**src/rtl/time_overlay_render.sv**
```systemverilog
// Renders the latched BCD time as "HH:MM:SS" into the frame buffer from character-ROM glyphs.
// Define TIME_OVERLAY_OPAQUE_EN to also paint glyph-0 pixels with BG_COLOR (solid box).
module time_overlay_render #(
   parameter int unsigned FB_W     = 256,
   parameter int unsigned X0       = 76,
   parameter int unsigned Y0       = 116,
   parameter logic [23:0] FG_COLOR = 24'hFFFFFF,
   parameter logic [23:0] BG_COLOR = 24'h000000
) (
   input  logic        clk,
   input  logic        reset,
   input  logic        start,
   input  logic [19:0] fb_addr,
   input  logic [7:0]  hh,
   input  logic [7:0]  mm,
   input  logic [7:0]  ss,
   output logic [8:0]  CR_A,
   input  logic [12:0] CR_Q,
   output logic [19:0] IM_A,
   output logic [23:0] IM_D,
   output logic        IM_WEN,
   output logic        busy,
   output logic        done
);

   localparam logic [19:0] ORIGIN = 20'(Y0 * FB_W + X0);
   localparam logic [19:0] PITCH  = 20'(FB_W);
`ifdef TIME_OVERLAY_OPAQUE_EN
   localparam logic OPAQUE = 1'b1;
`else
   localparam logic OPAQUE = 1'b0;
`endif

   typedef enum logic [2:0] {IDLE, REQ, CAP, PIX, DONE} state_t;

   // ROM row address of character c, glyph row r; colons are fixed, bad BCD digits render blank.
   function automatic logic [8:0] glyph_addr(input logic [2:0] c, input logic [4:0] r,
                                            input logic [7:0] h, input logic [7:0] m,
                                            input logic [7:0] s);
      logic [3:0] n;
      logic [3:0] g;
      logic       is_colon;
      n        = 4'd0;
      is_colon = 1'b0;
      case (c)
         3'd0:    n = h[7:4];
         3'd1:    n = h[3:0];
         3'd3:    n = m[7:4];
         3'd4:    n = m[3:0];
         3'd6:    n = s[7:4];
         3'd7:    n = s[3:0];
         default: is_colon = 1'b1;
      endcase
      if (is_colon)        g = 4'd10;
      else if (n > 4'd9)   g = 4'd11;
      else                 g = n;
      return {1'b0, g, 4'b0} + {2'b0, g, 3'b0} + {4'b0, r};
   endfunction

   state_t      state_q, state_d;
   logic [8:0]  cr_a_q, cr_a_d;
   logic [19:0] im_a_q, im_a_d;
   logic [23:0] im_d_q, im_d_d;
   logic        im_wen_q, im_wen_d;
   logic        busy_q, busy_d;
   logic        done_q, done_d;
   logic [7:0]  hh_q, hh_d, mm_q, mm_d, ss_q, ss_d;
   logic [19:0] row_base_q, row_base_d;
   logic [19:0] nxt_a_q, nxt_a_d;
   logic [4:0]  r_q, r_d;
   logic [2:0]  c_q, c_d;
   logic [3:0]  p_q, p_d;
   logic [12:0] shift_q, shift_d;
   logic        pix_bit;
   logic        pix_emit;

   always_comb begin
      // NOTE: every signal gets a default before the case so no path leaves one unassigned (no latches).
      state_d    = state_q;
      cr_a_d     = cr_a_q;
      im_a_d     = im_a_q;
      im_d_d     = im_d_q;
      im_wen_d   = 1'b1;
      busy_d     = busy_q;
      done_d     = 1'b0;
      hh_d       = hh_q;
      mm_d       = mm_q;
      ss_d       = ss_q;
      row_base_d = row_base_q;
      nxt_a_d    = nxt_a_q;
      r_d        = r_q;
      c_d        = c_q;
      p_d        = p_q;
      shift_d    = shift_q;
      pix_bit    = 1'b0;
      pix_emit   = 1'b0;

      case (state_q)
         IDLE: begin
            if (start) begin
               state_d    = REQ;
               busy_d     = 1'b1;
               hh_d       = hh;
               mm_d       = mm;
               ss_d       = ss;
               row_base_d = fb_addr + ORIGIN;
               nxt_a_d    = fb_addr + ORIGIN;
               r_d        = 5'd0;
               c_d        = 3'd0;
               cr_a_d     = glyph_addr(3'd0, 5'd0, hh, mm, ss);
            end
         end
         REQ: state_d = CAP;
         CAP: begin
            // ROM data is valid now; pixel 0 goes straight out, the rest queue in the shifter.
            pix_bit  = CR_Q[12];
            pix_emit = 1'b1;
            shift_d  = {CR_Q[11:0], 1'b0};
            p_d      = 4'd0;
            state_d  = PIX;
         end
         PIX: begin
            if (p_q != 4'd12) begin
               pix_bit  = shift_q[12];
               pix_emit = 1'b1;
               shift_d  = {shift_q[11:0], 1'b0};
               p_d      = p_q + 4'd1;
            end else if (c_q == 3'd7 && r_q == 5'd23) begin
               state_d = DONE;
               done_d  = 1'b1;
            end else begin
               if (c_q == 3'd7) begin
                  r_d        = r_q + 5'd1;
                  c_d        = 3'd0;
                  row_base_d = row_base_q + PITCH;
                  nxt_a_d    = row_base_q + PITCH;
               end else begin
                  c_d = c_q + 3'd1;
               end
               cr_a_d  = glyph_addr(c_d, r_d, hh_q, mm_q, ss_q);
               state_d = REQ;
            end
         end
         DONE: begin
            busy_d  = 1'b0;
            state_d = IDLE;
         end
         default: state_d = IDLE;
      endcase

      // Characters are adjacent, so within a row the address simply counts up.
      if (pix_emit) begin
         im_a_d   = nxt_a_q;
         nxt_a_d  = nxt_a_q + 20'd1;
         im_d_d   = pix_bit ? FG_COLOR : BG_COLOR;
         im_wen_d = ~(pix_bit | OPAQUE);
      end
   end

   // NOTE: sequential state uses non-blocking assignments only; the async reset aborts any render.
   always_ff @(posedge clk or negedge reset) begin
      if (!reset) begin
         state_q    <= IDLE;
         cr_a_q     <= '0;
         im_a_q     <= '0;
         im_d_q     <= '0;
         im_wen_q   <= 1'b1;
         busy_q     <= 1'b0;
         done_q     <= 1'b0;
         hh_q       <= '0;
         mm_q       <= '0;
         ss_q       <= '0;
         row_base_q <= '0;
         nxt_a_q    <= '0;
         r_q        <= '0;
         c_q        <= '0;
         p_q        <= '0;
         shift_q    <= '0;
      end else begin
         state_q    <= state_d;
         cr_a_q     <= cr_a_d;
         im_a_q     <= im_a_d;
         im_d_q     <= im_d_d;
         im_wen_q   <= im_wen_d;
         busy_q     <= busy_d;
         done_q     <= done_d;
         hh_q       <= hh_d;
         mm_q       <= mm_d;
         ss_q       <= ss_d;
         row_base_q <= row_base_d;
         nxt_a_q    <= nxt_a_d;
         r_q        <= r_d;
         c_q        <= c_d;
         p_q        <= p_d;
         shift_q    <= shift_d;
      end
   end

   assign CR_A   = cr_a_q;
   assign IM_A   = im_a_q;
   assign IM_D   = im_d_q;
   assign IM_WEN = im_wen_q;
   assign busy   = busy_q;
   assign done   = done_q;

endmodule

```
**config.mk**
```make
export PLATFORM = sky130hd
export DESIGN_NAME = time_overlay_render
export DESIGN_NICKNAME = d
export VERILOG_FILES = /design/src/rtl/time_overlay_render.sv
export SDC_FILE = /design/constraint.sdc
export NUM_CORES = 1
export LEC_CHECK = 0
export CORE_MARGIN = 3
export CORE_UTILIZATION = 48
export CTS_CLUSTER_DIAMETER = 80
export CTS_CLUSTER_SIZE = 25
export DETAILED_ROUTE_END_ITERATION = 6
export GPL_TIMING_DRIVEN = 0
export PLACE_DENSITY = 0.77
export SETUP_SLACK_MARGIN = 0.2
export SYNTH_ARGS = -nofsm -noshare
export SYNTH_HDL_FRONTEND = slang
export SYNTH_SLANG_ARGS = --single-unit
```
**constraint.sdc**
```tcl
create_clock -name clk -period 3.5 [get_ports clk]
set_input_delay 0.525 -clock clk [delete_from_list [all_inputs] [get_ports clk]]
set_output_delay 0.525 -clock clk [all_outputs]
set_load 0.01 [all_outputs]
```
Word level (Yosys, flattened, before mapping). Index checks and enable logic that the tools add are counted.

Register bits: 148. Bits in latches: 0. Bits in writable memories: 0. ROM bits: 0. Input bits: 60. Output and inout bits: 56. Word-level logic and storage cells: 130. Memories: 0.

Add/sub/neg operators: 9. Multiply operators: 0. Div/mod/pow operators: 0. $lt $le $gt $ge: 2. Eq/ne operators: 21. Shift-type cells: 0. Multiplexer cells: 66. Bitwise logic cells: 1. Reductions and logical operators: 15.

Operator list (count): 20-bit 2-to-1 mux (5); 4-bit 2-to-1 mux (15); 20-bit one-hot mux with 2 select lines (1); 5-bit 2-to-1 mux (7); 3-bit 2-to-1 mux (10); 9-bit 2-to-1 mux (3); 13-bit one-hot mux with 2 select lines (1); 24-bit 2-to-1 mux (1); 4-bit one-hot mux with 6 select lines (1); 20-bit by 1-bit adder with 20-bit output (second input constant) (1); 20-bit by 15-bit adder with 20-bit output (second input constant) (1); 20-bit by 9-bit adder with 20-bit output (second input constant) (1); 8-bit by 7-bit adder with 9-bit output (2); 9-bit one-hot mux with 2 select lines (1); 3-bit == test (second input constant) (5); 1-bit 2-to-1 mux (13); 13-bit 2-to-1 mux (1); 3-bit != test (second input constant) (4); 3-bit one-hot mux with 4 select lines (1); 2-bit != test (second input constant) (5); 5-bit one-hot mux with 2 select lines (1); 5-bit AND reduction (2); 9-bit by 5-bit adder with 9-bit output (1); 3-bit by 2-bit == test with 1-bit output (second input constant) (3); other kinds (18) (28).

Depth between registers and ports, before layout. Gate-level depths: netlist of the first run.

Depth in word-level cells: 21. Mapped depth: 16.

Worst setup path before layout of the first run. No wires, ideal clock.

Path type: reg-to-reg. From: register c_q[0]. To: register cr_a_q[6], in the netlist CR_A[6]. Library setup time: 128 ps. Data arrival time: 3428 ps. Data required time: 3372 ps. Slack: -55 ps. Cell stages (with the launch flop): 17. Buffers on the path: 1. Path through: dfrtp_1 > ha_1 > ha_1 > clkbuf_1 > a221oi_1 > a21oi_1 > a221oi_1 > a21oi_1 > o21a_1 > fa_1 > ha_1 > inv_1 > fa_1 > xor2_1 > nor2_1 > a21oi_1 > o21ai_0.

Longest elaborated chain between the ends: 21. Elaborated cells between the ends (all ways): 39. Those cells by class: add/sub (3); order compare (1); eq/ne (7); mux (24); reduce/logical (4).

Ends and longest elaborated chain: start, declared (line 71) `logic [2:0] c_q, c_d;`; start signal, assigned (line 176) `c_q <= '0;`; start signal, assigned (line 193) `c_q <= c_d;`; 3-bit by 1-bit adder with 3-bit output or 3-bit == test (tied branches) (line 138, 128, 132); 3-bit 2-to-1 mux (line 132) `if (c_q == 3'd7) begin`; 3-bit 2-to-1 mux (line 128) `end else if (c_q == 3'd7 && r_q == 5'd23) begin`; 3-bit 2-to-1 mux (line 123) `if (p_q != 4'd12) begin`; 3-bit 2-to-1 mux (line 98) `case (state_q)`; 3-bit == test (tied with other cells) (line 45) `case (c)`; 4-bit one-hot mux with 6 select lines (line 45); 4-bit 2-to-1 mux (line 128); [5 not listed]; 4-bit 2-to-1 mux (line 128); 4-bit 2-to-1 mux (line 123); 4-bit 2-to-1 mux (line 98); 8-bit by 7-bit adder with 9-bit output (line 57) `return {1'b0, g, 4'b0} + {2'b0, g, 3'b0} + {4'b0, r};`; 9-bit by 5-bit adder with 9-bit output (line 57); 9-bit 2-to-1 mux (line 128); 9-bit 2-to-1 mux (line 123); 9-bit one-hot mux with 2 select lines (line 98); end signal, assigned (line 181) `cr_a_q <= cr_a_d;`; end, declared (line 61) `logic [8:0] cr_a_q, cr_a_d;`.

Several ways; a longest one is shown, not always the timed one. The select of a mux whose other input is x is not followed. A chain may end at the register's enable or synchronous reset.

Worst setup path in the final report of the first run.
From: register c_q[0]. To: register cr_a_q[8], in the netlist CR_A[8].

Same word-level chain as after synthesis.

==> flow_metrics.py, run 1 <==
metrics = {
    "run_status": {
        "run_status": "completed",
    },
    "timing": {
        "final.hold.worst_slack_ps": 76.3,
        "grt_setup_unrepaired": "true",
        "max_slew.worst_pin.slew_ps": 689,
        "final-max-slew-violation-count": 0,
        "post-route-min-period_ps": 3440,
        "timing.final.hold_violations": 0,
        "finalSetupTns_ps": 0,
        "finalSetupViolCount": 0,
        "period_share": 0.982,
        "final.setup.worst_slack_ps": 63.3,
        "max-slew-margin-rel": 0.535,
        "timing.fmax_mhz": 291,
        "final.setup_skew_ps": 7.96,
    },
    "yosys": {
        "async_flop_share": 1.00,
        "netlist-cell-type-count": 59,
        "netlist_instances": 772,
        "synth_top_flop_cell": "sky130_fd_sc_hd__dfrtp_1",
        "yosysMostFrequentCell": "sky130_fd_sc_hd__nand2_1",
        "number_of_enable_flip_flop_cells_after_synthesis": 0,
        "synth_area_mm2": 0.00667,
        "yosys-top-cells-area": "sky130_fd_sc_hd__dfrtp_1, sky130_fd_sc_hd__nand2_1, sky130_fd_sc_hd__ha_1, sky130_fd_sc_hd__buf_4, sky130_fd_sc_hd__o21ai_0",
        "fraction_of_the_yosys_area_taken_by_sequential_cells": 0.454,
        "synthDominantAreaCellType": "sky130_fd_sc_hd__dfrtp_1",
        "total_number_of_yosys_warnings": 0,
        "synth_fp_nets": 856,
        "synth_seq_cells": 121,
        "post-synth-top-area-fraction": 0.450,
        "synth_commonest_cells": "sky130_fd_sc_hd__nand2_1, sky130_fd_sc_hd__dfrtp_1, sky130_fd_sc_hd__nor2_1",
        "synth.avg_cell_area_um2": 8.64,
    },
    "routing": {
        "final_antenna_net_count": 0,
        "routed_wirelength_um": 17100,
        "num_vias": 5951,
        "routedWlPerCell_um": 15.5,
        "drt_first_pass_iters": 5,
        "detail_route.iter0.violations": 464,
        "vias_per_cell": 5.38,
        "route.detailed.drc": 0,
    },
    "global_routing": {
        "grt_max_degree": 62,
        "gr-total-overflow": 0,
        "number_of_global_route_vias_before_repair": 5668,
        "grt_pass1_wl_um": 27300,
        "total_routing_resource_utilization_after_global_routing": 0.228,
        "antenna_found_initial": 0,
    },
    "clock_tree": {
        "numCtsBuffers": 17,
        "clock_tree.htree_level_count": 4,
        "number_of_hold_buffers_added_after_cts": 0,
        "clk_transition_reported_paths_ps": 60,
        "clock_sink_count": 121,
        "worst_skew_pair.late_latency_ps": 420,
        "tritoncts": "done",
        "cts-root-buf": "sky130_fd_sc_hd__clkbuf_16",
        "clockBufferDepth": 2,
    },
    "power": {
        "cellPowerDensity_mw_per_mm2": 418,
        "p_leak_nw": 4.15,
        "power.total_mw": 3.69,
        "p_switching_uw": 847,
        "combinationalPowerShare": 0.115,
        "share_clk_of_total_power": 0.473,
        "cellInternalPower_mw": 2.85,
        "seq_power_share": 0.412,
        "irDropWorstVdd_v": 0.000338,
        "sw_frac": 0.229,
    },
    "worst_setup_path": {
        "worst_r2r_endpoint": "CR_A[8]",
        "cpPeakStageDelay_ps": 500,
        "regToRegSetupSlack_ps": 60,
        "worstReg2RegStart": "c_q[0]",
        "worst_path_max_delay_cell": "sky130_fd_sc_hd__fa_1",
        "timing.reg2reg.worst_path_depth": 15,
        "path_delay_family": "adder cells",
        "path_buf_inv": 2,
        "cp_data_arrival_time_ps": 3760,
        "cp_num_cells": 15,
        "maximum_fanout_along_the_worst_path": 5,
        "worst-endpoint-required_ps": 3820,
        "cells_along_the_critical_path": "ha_4, ha_4, buf_8, a221oi_4, a21oi_2, a221oi_2, a21oi_1, o21a_1, fa_1, ha_2, inv_2, fa_2, a21oi_2, nor3_2, o31ai_1",
        "worstSetupEndpointType": "flip-flop",
        "crit_type": "flip-flop to flip-flop",
        "worstSetupStartpointType": "flip-flop",
    },
    "floorplanning": {
        "floorplan.initialDensity": 0.498,
        "die_outline_area_mm2": 0.0153,
        "floorplan.die.height_um": 124,
        "row_count": 42,
        "core-area_mm2": 0.0134,
        "floorplan.die.width_um": 124,
        "i_o_pin_cnt": 116,
    },
    "layout": {
        "fillCellCount": 1068,
        "num-nets-final": 1002,
        "drive_above_1_share": 0.129,
        "utilization": 0.660,
        "area_delta_synth_final_pct": 32.7,
        "post_layout_nonfiller_instances": 1106,
        "final_design_area_no_fill_mm2": 0.00885,
        "antenna-diode-count": 0,
    },
    "placed_design": {
        "portBuffers": 114,
        "postPlaceCellArea_mm2": 0.00811,
        "place.gp.congestion": 0.897,
        "place.detailed.hpwl_um": 12200,
        "place.detailed.instances": 1063,
        "pre_cts_ws_ps": -118,
    },
    "min_path": {
        "holdCritPathClass": "input port to asynchronous set/reset pin",
    },
    "run": {
        "maxCapViolCount": 0,
    },
}
power groups by stage:
stage                     combinational (mW)  sequential (mW)  clock, mW
final                                  0.425             1.52       1.75
after global routing                   0.471             1.53       1.83
after CTS                              0.425             1.52       1.77
after detailed placement               0.407             1.54          0
after global placement                 0.395             1.54          0
after floorplan                        0.173             1.54          0
worst max path at each step:
stage | start | end
2_1_floorplan | c_q[0] | CR_A[5]
4_1_cts | c_q[0] | CR_A[5]
3_5_place_dp | c_q[0] | CR_A[5]
6_report | c_q[0] | CR_A[8]
3_3_place_gp | reset | hh_q[1]
5_1_grt | c_q[0] | CR_A[8]
layer usage:
metal / up-vias / routed length (um) / GRT usage
met3: 21 / 1190 / 0.0581
met4: 0 / 247 / 0.0720
met5: - / 0 / 0
li1: 2912 / - / -
met1: 2800 / 7860 / 0.313
met2: 218 / 7820 / 0.355
placed cells by master (no fill, tap or decap), drive strengths merged, types with 22 or more instances in the layout:
cell           instances
nand2                226
clkdlybuf4s50        113
a21oi                 32
o21ai                 42
nand3                 28
nor2                  49
o211ai                22
clkbuf                40
buf                   63
dfrtp                120
state kept, by name, indices dropped and copies added, names as in the netlist:
register,cells
IM_WEN,1
done,1
busy,1
r_q,2
c_q,3
hh_q,8
nxt_a_q,20
p_q,4
IM_A,20
IM_D,1
CR_A,9
ss_q,8
state_q,3
row_base_q,20
mm_q,8
shift_q,12
what timing repair did:
item / CTS / global route
hold endpoints to repair: 0 / 0
gates cloned: 1 / 0
setup endpoints to repair: 4 / 4
gates resized for setup: 10 / 7
pin swaps: 10 / 2
setup buffers: 10 / 1
final cells by class:
cell class / instances / area (um2) / share of cell area
Clock buffer: 23 / 468 / 0.0529
Multi-Input combinational cell: 573 / 3320 / 0.375
Timing Repair Buffer: 127 / 1260 / 0.142
Clock inverter: 8 / 120 / 0.0136
Buffer: 66 / 385 / 0.0436
Sequential cell: 121 / 3030 / 0.342
Tap cell: 176 / 220 / 0.0249
Inverter: 12 / 45.0 / 0.00509
cell families (layout without fill, tap and decap cells):
family                   after synthesis  in the layout  share of synthesized area
AND/OR/NAND/NOR                      359            359                      0.235
flip-flops                           121            121                      0.454
buffers and inverters                 78            236                     0.0628
multiplexers                           4              4                    0.00619
XOR/XNOR                              32             32                     0.0420
adder cells (fa/ha/maj)               24             24                     0.0484
AO/OA/AOI/OAI                        154            154                      0.151
Power figures use the tool's default switching activity.
==> run 2: changes to the inputs <==
Settings changed: CTS_CLUSTER_SIZE 25 to default.
==> results of run 2 <==
Final layout, timing and power as in run 1 (identical DEF).
